**src/rtl/mips_isa_pkg.sv**
```systemverilog
// mips_isa_pkg: shared ISA definitions for the modified MIPS core.
// Holds the mnemonic enum, the 6-bit opcode map, the FP fmt codes and the
// field-packing class used by the instruction packer. The control unit decodes
// from the same constants, so the loader and the core cannot drift apart.
package mips_isa_pkg;

  // Symbolic mnemonics carried on the loader request channel. Codes not
  // listed here (e.g. 31) are treated as unknown.
  typedef enum logic [4:0] {
    MnRtype = 5'd0,
    MnAddi  = 5'd1,
    MnAndi  = 5'd2,
    MnOri   = 5'd3,
    MnBeq   = 5'd4,
    MnBne   = 5'd5,
    MnJ     = 5'd6,
    MnLbu   = 5'd7,
    MnLui   = 5'd8,
    MnLw    = 5'd9,
    MnSb    = 5'd10,
    MnSw    = 5'd11,
    MnFp    = 5'd12,
    MnLwc1  = 5'd13,
    MnLdc1  = 5'd14,
    MnSwc1  = 5'd15,
    MnSdc1  = 5'd16
  } mnem_e;

  // Opcode map of the modified core (not the stock MIPS encoding).
  localparam logic [5:0] OpRtype = 6'b000011;
  localparam logic [5:0] OpAddi  = 6'b001001;
  localparam logic [5:0] OpAndi  = 6'b001100;
  localparam logic [5:0] OpOri   = 6'b001110;
  localparam logic [5:0] OpBeq   = 6'b000101;
  localparam logic [5:0] OpBne   = 6'b000100;
  localparam logic [5:0] OpJ     = 6'b000010;
  localparam logic [5:0] OpLbu   = 6'b100010;
  localparam logic [5:0] OpLui   = 6'b001111;
  localparam logic [5:0] OpLw    = 6'b010010;
  localparam logic [5:0] OpSb    = 6'b101000;
  localparam logic [5:0] OpSw    = 6'b101011;
  localparam logic [5:0] OpFp    = 6'b010001;
  localparam logic [5:0] OpLwc1  = 6'b110001;
  localparam logic [5:0] OpLdc1  = 6'b110101;
  localparam logic [5:0] OpSwc1  = 6'b111001;
  localparam logic [5:0] OpSdc1  = 6'b111101;

  // FP fmt field values (occupy the rs slot of FP instructions).
  localparam logic [4:0] FmtSingle = 5'b10000;
  localparam logic [4:0] FmtDouble = 5'b10001;
  localparam logic [4:0] FmtBc     = 5'b01000;

  // How the fields of a request are packed into the 32-bit word.
  typedef enum logic [1:0] {
    ClsReg,   // op rs rt rd shamt fun
    ClsImm,   // op rs rt imm16
    ClsJump   // op target26
  } cls_e;

endpackage

```
**src/rtl/instr_packer.sv**
```systemverilog
// instr_packer: purely combinational instruction encoder.
// Ports:
//   mnem_i      mnemonic code (mips_isa_pkg::mnem_e values)
//   rs_i..fun_i register/shift/function fields (fmt/ft/fs/fd for FP)
//   imm_i       16-bit immediate or branch offset
//   target_i    26-bit jump target
//   word_o      encoded 32-bit instruction word
//   valid_o     1 when mnem_i is a known mnemonic
module instr_packer
  import mips_isa_pkg::*;
(
  input  logic [4:0]  mnem_i,
  input  logic [4:0]  rs_i,
  input  logic [4:0]  rt_i,
  input  logic [4:0]  rd_i,
  input  logic [4:0]  shamt_i,
  input  logic [5:0]  fun_i,
  input  logic [15:0] imm_i,
  input  logic [25:0] target_i,
  output logic [31:0] word_o,
  output logic        valid_o
);

  logic [5:0] op;
  logic [4:0] rs;
  cls_e       cls;

  always_comb begin
    op      = OpRtype;
    cls     = ClsImm;
    valid_o = 1'b1;
    case (mnem_i)
      MnRtype: cls = ClsReg;
      MnAddi:  op  = OpAddi;
      MnAndi:  op  = OpAndi;
      MnOri:   op  = OpOri;
      MnBeq:   op  = OpBeq;
      MnBne:   op  = OpBne;
      MnLbu:   op  = OpLbu;
      MnLui:   op  = OpLui;
      MnLw:    op  = OpLw;
      MnSb:    op  = OpSb;
      MnSw:    op  = OpSw;
      MnLwc1:  op  = OpLwc1;
      MnLdc1:  op  = OpLdc1;
      MnSwc1:  op  = OpSwc1;
      MnSdc1:  op  = OpSdc1;
      MnJ: begin
        op  = OpJ;
        cls = ClsJump;
      end
      MnFp: begin
        op = OpFp;
        // BC1 branches carry an offset; every other FP op is register form.
        if (rs_i != FmtBc) cls = ClsReg;
      end
      default: valid_o = 1'b0;
    endcase

    rs = (mnem_i == MnLui) ? 5'd0 : rs_i;

    unique case (cls)
      ClsReg:  word_o = {op, rs, rt_i, rd_i, shamt_i, fun_i};
      ClsImm:  word_o = {op, rs, rt_i, imm_i};
      ClsJump: word_o = {op, target_i};
      default: word_o = '0;
    endcase
  end

endmodule

```
**src/rtl/prog_loader.sv**
```systemverilog
// prog_loader: encodes symbolic instruction requests and writes them
// sequentially into instruction memory.
// Build option: define PROG_LOADER_READBACK_EN to read every word back after
// writing it and flag mismatches on verify_err_o.
// Ports:
//   clk_i, rst_i          clock, asynchronous active-high reset
//   req_*_i / req_ready_o valid/ready request channel (mnemonic + fields)
//   clear_i               synchronous restart: address/count to 0, full clears
//   imem_we_o/addr_o/wdata_o, imem_ack_i  acknowledged write port
//   count_o               words written since reset or clear (saturates)
//   full_o                last address written; requests blocked until clear
//   bad_op_o              one-cycle pulse after an unknown mnemonic is taken
//   imem_re_o, imem_rdata_i, verify_err_o  readback build only
module prog_loader
  import mips_isa_pkg::*;
#(
  parameter int unsigned ADDR_W = 10,
  parameter int unsigned DEPTH  = 1024
) (
  input  logic              clk_i,
  input  logic              rst_i,
  input  logic              req_valid_i,
  output logic              req_ready_o,
  input  logic [4:0]        req_mnem_i,
  input  logic [4:0]        req_rs_i,
  input  logic [4:0]        req_rt_i,
  input  logic [4:0]        req_rd_i,
  input  logic [4:0]        req_shamt_i,
  input  logic [5:0]        req_fun_i,
  input  logic [15:0]       req_imm_i,
  input  logic [25:0]       req_target_i,
  input  logic              clear_i,
  output logic              imem_we_o,
  output logic [ADDR_W-1:0] imem_addr_o,
  output logic [31:0]       imem_wdata_o,
  input  logic              imem_ack_i,
  output logic [ADDR_W:0]   count_o,
  output logic              full_o,
  output logic              bad_op_o
`ifdef PROG_LOADER_READBACK_EN
  ,
  output logic              imem_re_o,
  input  logic [31:0]       imem_rdata_i,
  output logic              verify_err_o
`endif
);

  localparam logic [ADDR_W-1:0] AddrLast = ADDR_W'(DEPTH - 1);
  localparam logic [ADDR_W:0]   CountMax = (ADDR_W + 1)'(DEPTH);

  typedef enum logic [2:0] {
    StIdle,
    StWr,
    StFull
`ifdef PROG_LOADER_READBACK_EN
    ,
    StRdbk,
    StChk
`endif
  } state_e;

  state_e            state_q;
  logic              req_ready_q;
  logic              imem_we_q;
  logic [ADDR_W-1:0] addr_q;
  logic [31:0]       wdata_q;
  logic [ADDR_W:0]   count_q;
  logic              full_q;
  logic              bad_op_q;
`ifdef PROG_LOADER_READBACK_EN
  logic              imem_re_q;
  logic              verify_err_q;
`endif

  logic [31:0] enc_word;
  logic        enc_valid;

  instr_packer u_instr_packer (
    .mnem_i   (req_mnem_i),
    .rs_i     (req_rs_i),
    .rt_i     (req_rt_i),
    .rd_i     (req_rd_i),
    .shamt_i  (req_shamt_i),
    .fun_i    (req_fun_i),
    .imm_i    (req_imm_i),
    .target_i (req_target_i),
    .word_o   (enc_word),
    .valid_o  (enc_valid)
  );

  always_ff @(posedge clk_i or posedge rst_i) begin
    if (rst_i) begin
      state_q      <= StIdle;
      req_ready_q  <= 1'b1;
      imem_we_q    <= 1'b0;
      addr_q       <= '0;
      wdata_q      <= '0;
      count_q      <= '0;
      full_q       <= 1'b0;
      bad_op_q     <= 1'b0;
`ifdef PROG_LOADER_READBACK_EN
      imem_re_q    <= 1'b0;
      verify_err_q <= 1'b0;
`endif
    end else begin
      bad_op_q <= 1'b0;
      // clear overrides everything, including an accept in the same cycle
      // and a write still waiting for its ack.
      if (clear_i) begin
        state_q      <= StIdle;
        req_ready_q  <= 1'b1;
        imem_we_q    <= 1'b0;
        addr_q       <= '0;
        count_q      <= '0;
        full_q       <= 1'b0;
`ifdef PROG_LOADER_READBACK_EN
        imem_re_q    <= 1'b0;
        verify_err_q <= 1'b0;
`endif
      end else begin
        unique case (state_q)
          StIdle: begin
            if (req_valid_i) begin
              if (enc_valid) begin
                wdata_q     <= enc_word;
                imem_we_q   <= 1'b1;
                req_ready_q <= 1'b0;
                state_q     <= StWr;
              end else begin
                bad_op_q <= 1'b1;
              end
            end
          end
          StWr: begin
            if (imem_ack_i) begin
              imem_we_q <= 1'b0;
              if (count_q != CountMax) count_q <= count_q + 1'b1;
`ifdef PROG_LOADER_READBACK_EN
              imem_re_q <= 1'b1;
              state_q   <= StRdbk;
`else
              if (addr_q == AddrLast) begin
                full_q  <= 1'b1;
                state_q <= StFull;
              end else begin
                addr_q      <= addr_q + 1'b1;
                req_ready_q <= 1'b1;
                state_q     <= StIdle;
              end
`endif
            end
          end
`ifdef PROG_LOADER_READBACK_EN
          StRdbk: begin
            if (imem_ack_i) begin
              imem_re_q <= 1'b0;
              state_q   <= StChk;
            end
          end
          StChk: begin
            // Read data arrives the cycle after the read ack.
            if (imem_rdata_i != wdata_q) verify_err_q <= 1'b1;
            if (addr_q == AddrLast) begin
              full_q  <= 1'b1;
              state_q <= StFull;
            end else begin
              addr_q      <= addr_q + 1'b1;
              req_ready_q <= 1'b1;
              state_q     <= StIdle;
            end
          end
`endif
          StFull: ;
          default: begin
            req_ready_q <= 1'b1;
            state_q     <= StIdle;
          end
        endcase
      end
    end
  end

  assign req_ready_o  = req_ready_q;
  assign imem_we_o    = imem_we_q;
  assign imem_addr_o  = addr_q;
  assign imem_wdata_o = wdata_q;
  assign count_o      = count_q;
  assign full_o       = full_q;
  assign bad_op_o     = bad_op_q;
`ifdef PROG_LOADER_READBACK_EN
  assign imem_re_o    = imem_re_q;
  assign verify_err_o = verify_err_q;
`endif

endmodule

```
**config.mk**
```make
export PLATFORM = sky130hd
export DESIGN_NAME = prog_loader
export DESIGN_NICKNAME = d
export VERILOG_FILES = /design/src/rtl/mips_isa_pkg.sv /design/src/rtl/instr_packer.sv /design/src/rtl/prog_loader.sv
export SDC_FILE = /design/constraint.sdc
export NUM_CORES = 1
export LEC_CHECK = 0
export CAP_MARGIN = 5
export CORE_MARGIN = 1.5
export CORE_UTILIZATION = 39
export DETAILED_ROUTE_END_ITERATION = 6
export PLACE_DENSITY_LB_ADDON = 0.08
export SLEW_MARGIN = 10
export SYNTH_ARGS = -nofsm -noshare
export SYNTH_HDL_FRONTEND = slang
export SYNTH_SLANG_ARGS = --single-unit
export TNS_END_PERCENT = 10
```
**constraint.sdc**
```tcl
create_clock -name clk_i -period 1.7 [get_ports clk_i]
set_input_delay 0.255 -clock clk_i [delete_from_list [all_inputs] [get_ports clk_i]]
set_output_delay 0.255 -clock clk_i [all_outputs]
set_load 0.01 [all_outputs]
```
==> impl_metrics.toml <==
[worst_setup_path]
cp.required_ps = 1910
cp-start-kind = "flip-flop"
end_kind = "flip-flop"
crit_type = "flip-flop to flip-flop"
path_max_fanout = 11
crit_arrival_ps = 1910

[drt]
drt.antenna.violating_nets = 0
drtPass1Iterations = 4
drtIter0Drc = 124
drc = 0
vias = 3481
wl_per_cell_um = 15.8
wirelength_um = 10200
viasPerCell = 5.41

[yosys]
yosys.area_share.simple_pct = 22.5
synthAdderAreaFrac_pct = 1.14
yosys.area.top_type = "dfrtp_1"
syn_inst = 362
synth_mux_area_share_pct = 0.915
synth-compound-area-share_pct = 22.4
synth_area_leaders = "dfrtp_1, nor2_1, a21oi_1"
synth.top_cell.area_share_pct = 44.2
ys_ff_latch = 59
netlist_area_um2 = 3280
synth_cell_types = 52
synth_fp_nets = 443
yosysSeqAreaShare_pct = 45.0
synth_xor_area_share_pct = 2.67
avgSynthCellArea_um2 = 9.06
synth_top_family_by_area = "simple AND/OR/NAND/NOR gates"
synth_edf_count = 0
ys.flop_type = "dfrtp_1"
yosysWarningCount = 0
async_reset_ff_share_pct = 100

[cells_and_area]
final_area_um2 = 5360
fill_cells = 706
finalNetCount = 615
drive_above_1_share_pct = 17.6
area_growth_pct = 63.5
final_core_util_pct = 65.6
multi_input_area_um2 = 1720
diodes = 0
seqCellArea_um2 = 1480

[sta]
hold_viol = 0
setup_viol = 0
relSlewSlack_pct = 72.6
period_share_pct = 99.7
finalMaxSlewViolations = 0
fin_crit_ps = 1690
grt_setup_unrepaired = "yes"
tightest_slew_ps = 407
max_freq_mhz = 590
whs_ps = 273
clock_skew_ps = 9.93

[pwr]
combPwrFrac_pct = 29.4
peakVddDrop_v = 0.000353
clock_power_share_pct = 27.1
powerDensity_nw_per_um2 = 731
intPower_w = 0.00279
p_sw_w = 0.00113
seqPwrFrac_pct = 43.5
switching_share_pct = 28.8
p_leak_nw = 2.17

[clocking]
cts.clk_slew.worst_paths_ps = 70
cts_tree = "built"
cts-buffers-inserted = 9
cts-root-buf = "clkbuf_8"
clk_latency_ps = 330
cts_num_sinks = 59
htreeDepth = 3
cts_buffer_depth = 2
cts_hold_repair.buffers = 0

[die]
die_w_um = 94.7
fp.coreArea_um2 = 8180
pin_count = 135
die_y_um = 94.7
fp-row-count = 33
start_util_pct = 40.1
die_area_um2 = 8970

[outcome]
outcome = "finished, final reports clean"

[global_route]
track_usage_pct = 22.3
grt_max_degree = 38
grt_pass1_vias = 3290
grt_pass1_wl_um = 15600
antenna_found_initial = 0
grt_overflow = 0

[place]
io_buffers = 134
hpwl_um = 7360
place_area_um2 = 5070
gp_congestion = 0.763

[worst_hold_path]
min-delay-path-class = "primary input to asynchronous set/reset pin"

[run]
max_cap_violations = 0
path summary, 6_finish.rpt:
check | from | to | slack [ps] | cells past startpoint
hold / removal | rst_i | imem_wdata_o[2]$_DFFE_PP0P_ | 270 | 3
hold reg to reg | full_o$_DFFE_PP0P_ | full_o$_DFFE_PP0P_ | 500 | 2
max in group asynchronous | rst_i | req_ready_o$_DFFE_PP1P_ | 1130 | 3
setup / recovery | state_q[1]$_DFFE_PP0P_ | imem_wdata_o[0]$_DFFE_PP0P_ | 6 | 5
setup reg to reg | state_q[1]$_DFFE_PP0P_ | imem_wdata_o[0]$_DFFE_PP0P_ | 6 | 5
min in group clk_i | req_target_i[20] | imem_wdata_o[20]$_DFFE_PP0P_ | 480 | 3
through the flow:
stage	TNS, ps	std cells	power [W]	worst slack (ps)
finish	0	644	0.00392	5.86
global route	-264	644	0.00414	-38.6
CTS	-42.0	639	0.00393	-8.77
detailed placement	-12900	623	0.00286	-368
global placement	-11590	623	0.00284	-362
floorplan	-613	362	0.00213	-10.2
worst max-delay path, stage by stage (launching register included):
cell and delay (ps):
dfrtp_2 430, or4b_4 540, nand2b_4 200, buf_12 160
a21oi_1 140, a31oi_1 100
cell usage in the layout, fill, tap and decap left out, types with 3 or more instances in the layout:
master	Yosys	final
nor2b_1	4	3
clkdlybuf4s50_1	0	130
nand2_1	22	21
xor2_1	10	10
nor2_1	58	56
mux2i_1	3	3
o2111ai_1	5	5
buf_4	4	45
clkbuf_1	14	3
dfrtp_1	58	55
a221oi_1	5	5
o21ai_0	14	13
nor3_1	3	3
clkbuf_8	0	9
or3_1	7	7
o31ai_1	3	3
or4_1	4	4
nand3_1	17	17
and4_1	3	3
inv_1	6	5
buf_12	0	7
a21oi_1	34	24
a21oi_2	0	10
dfrtp_2	0	3
o211ai_1	18	18
a31oi_1	22	22
clkinv_2	0	4
power by group through the flow:
stage	combinational, W	sequential (W)	clock, W
floorplan	0.000336	0.00180	0
global placement	0.00112	0.00172	0
detailed placement	0.00114	0.00173	0
CTS	0.00114	0.00171	0.00109
global route	0.00125	0.00173	0.00116
finish	0.00115	0.00171	0.00106
area by class of cell:
type,count,share of cell area [%]
Timing Repair Buffer,188,34.6
Multi-Input combinational cell,270,32.0
Sequential cell,59,27.6
Clock buffer,12,2.52
Tap cell,105,2.45
Inverter,6,0.420
Clock inverter,4,0.373
routing by layer:
layer	vias up	routed length (µm)	global-route usage, %
met5	-	0	0
met4	0	168	7.71
met3	17	822	6.76
met2	120	4870	36.1
met1	1666	4340	28.2
li1	1678	-	-
synthesized netlist by cell type (all sizes together) (3+ instances only):
master,instances
a21oi,34
a221oi,5
a31oi,22
and4,3
buf,14
clkbuf,14
dfrtp,58
ha,3
inv,6
mux2i,3
nand2,22
nand2b,3
nand3,17
nor2,58
nor2b,4
nor3,3
nor4,4
o2111ai,5
o211ai,18
o21ai,14
o31ai,3
o41ai,3
or3,7
or4,4
xor2,10
state kept, by name (all words and copies together) (netlist names):
name	cells
bad_op_o	1
imem_we_o	1
state_q	2
imem_addr_o	10
req_ready_o	1
imem_wdata_o	32
count_o	11
full_o	1
kinds of logic (layout without fill, tap and decap cells):
family                   after synthesis  after routing
AO/OA/AOI/OAI                        112            112
XOR/XNOR                              10             10
adder cells (fa/ha/maj)                3              3
buffers and inverters                 34            210
flip-flops                            59             59
multiplexers                           3              3
AND/OR/NAND/NOR                      141            142
repair_timing:
action | 4_1_cts | 5_1_grt
endpoints found under the setup margin | 10 | 38
buffers inserted | 0 | 3
gates resized for setup | 4 | 25
cloned | 0 | 2
endpoints found under the hold margin | 0 | 0
pin swaps | 1 | 4
No activity file was read; power rests on OpenSTA's default activity.
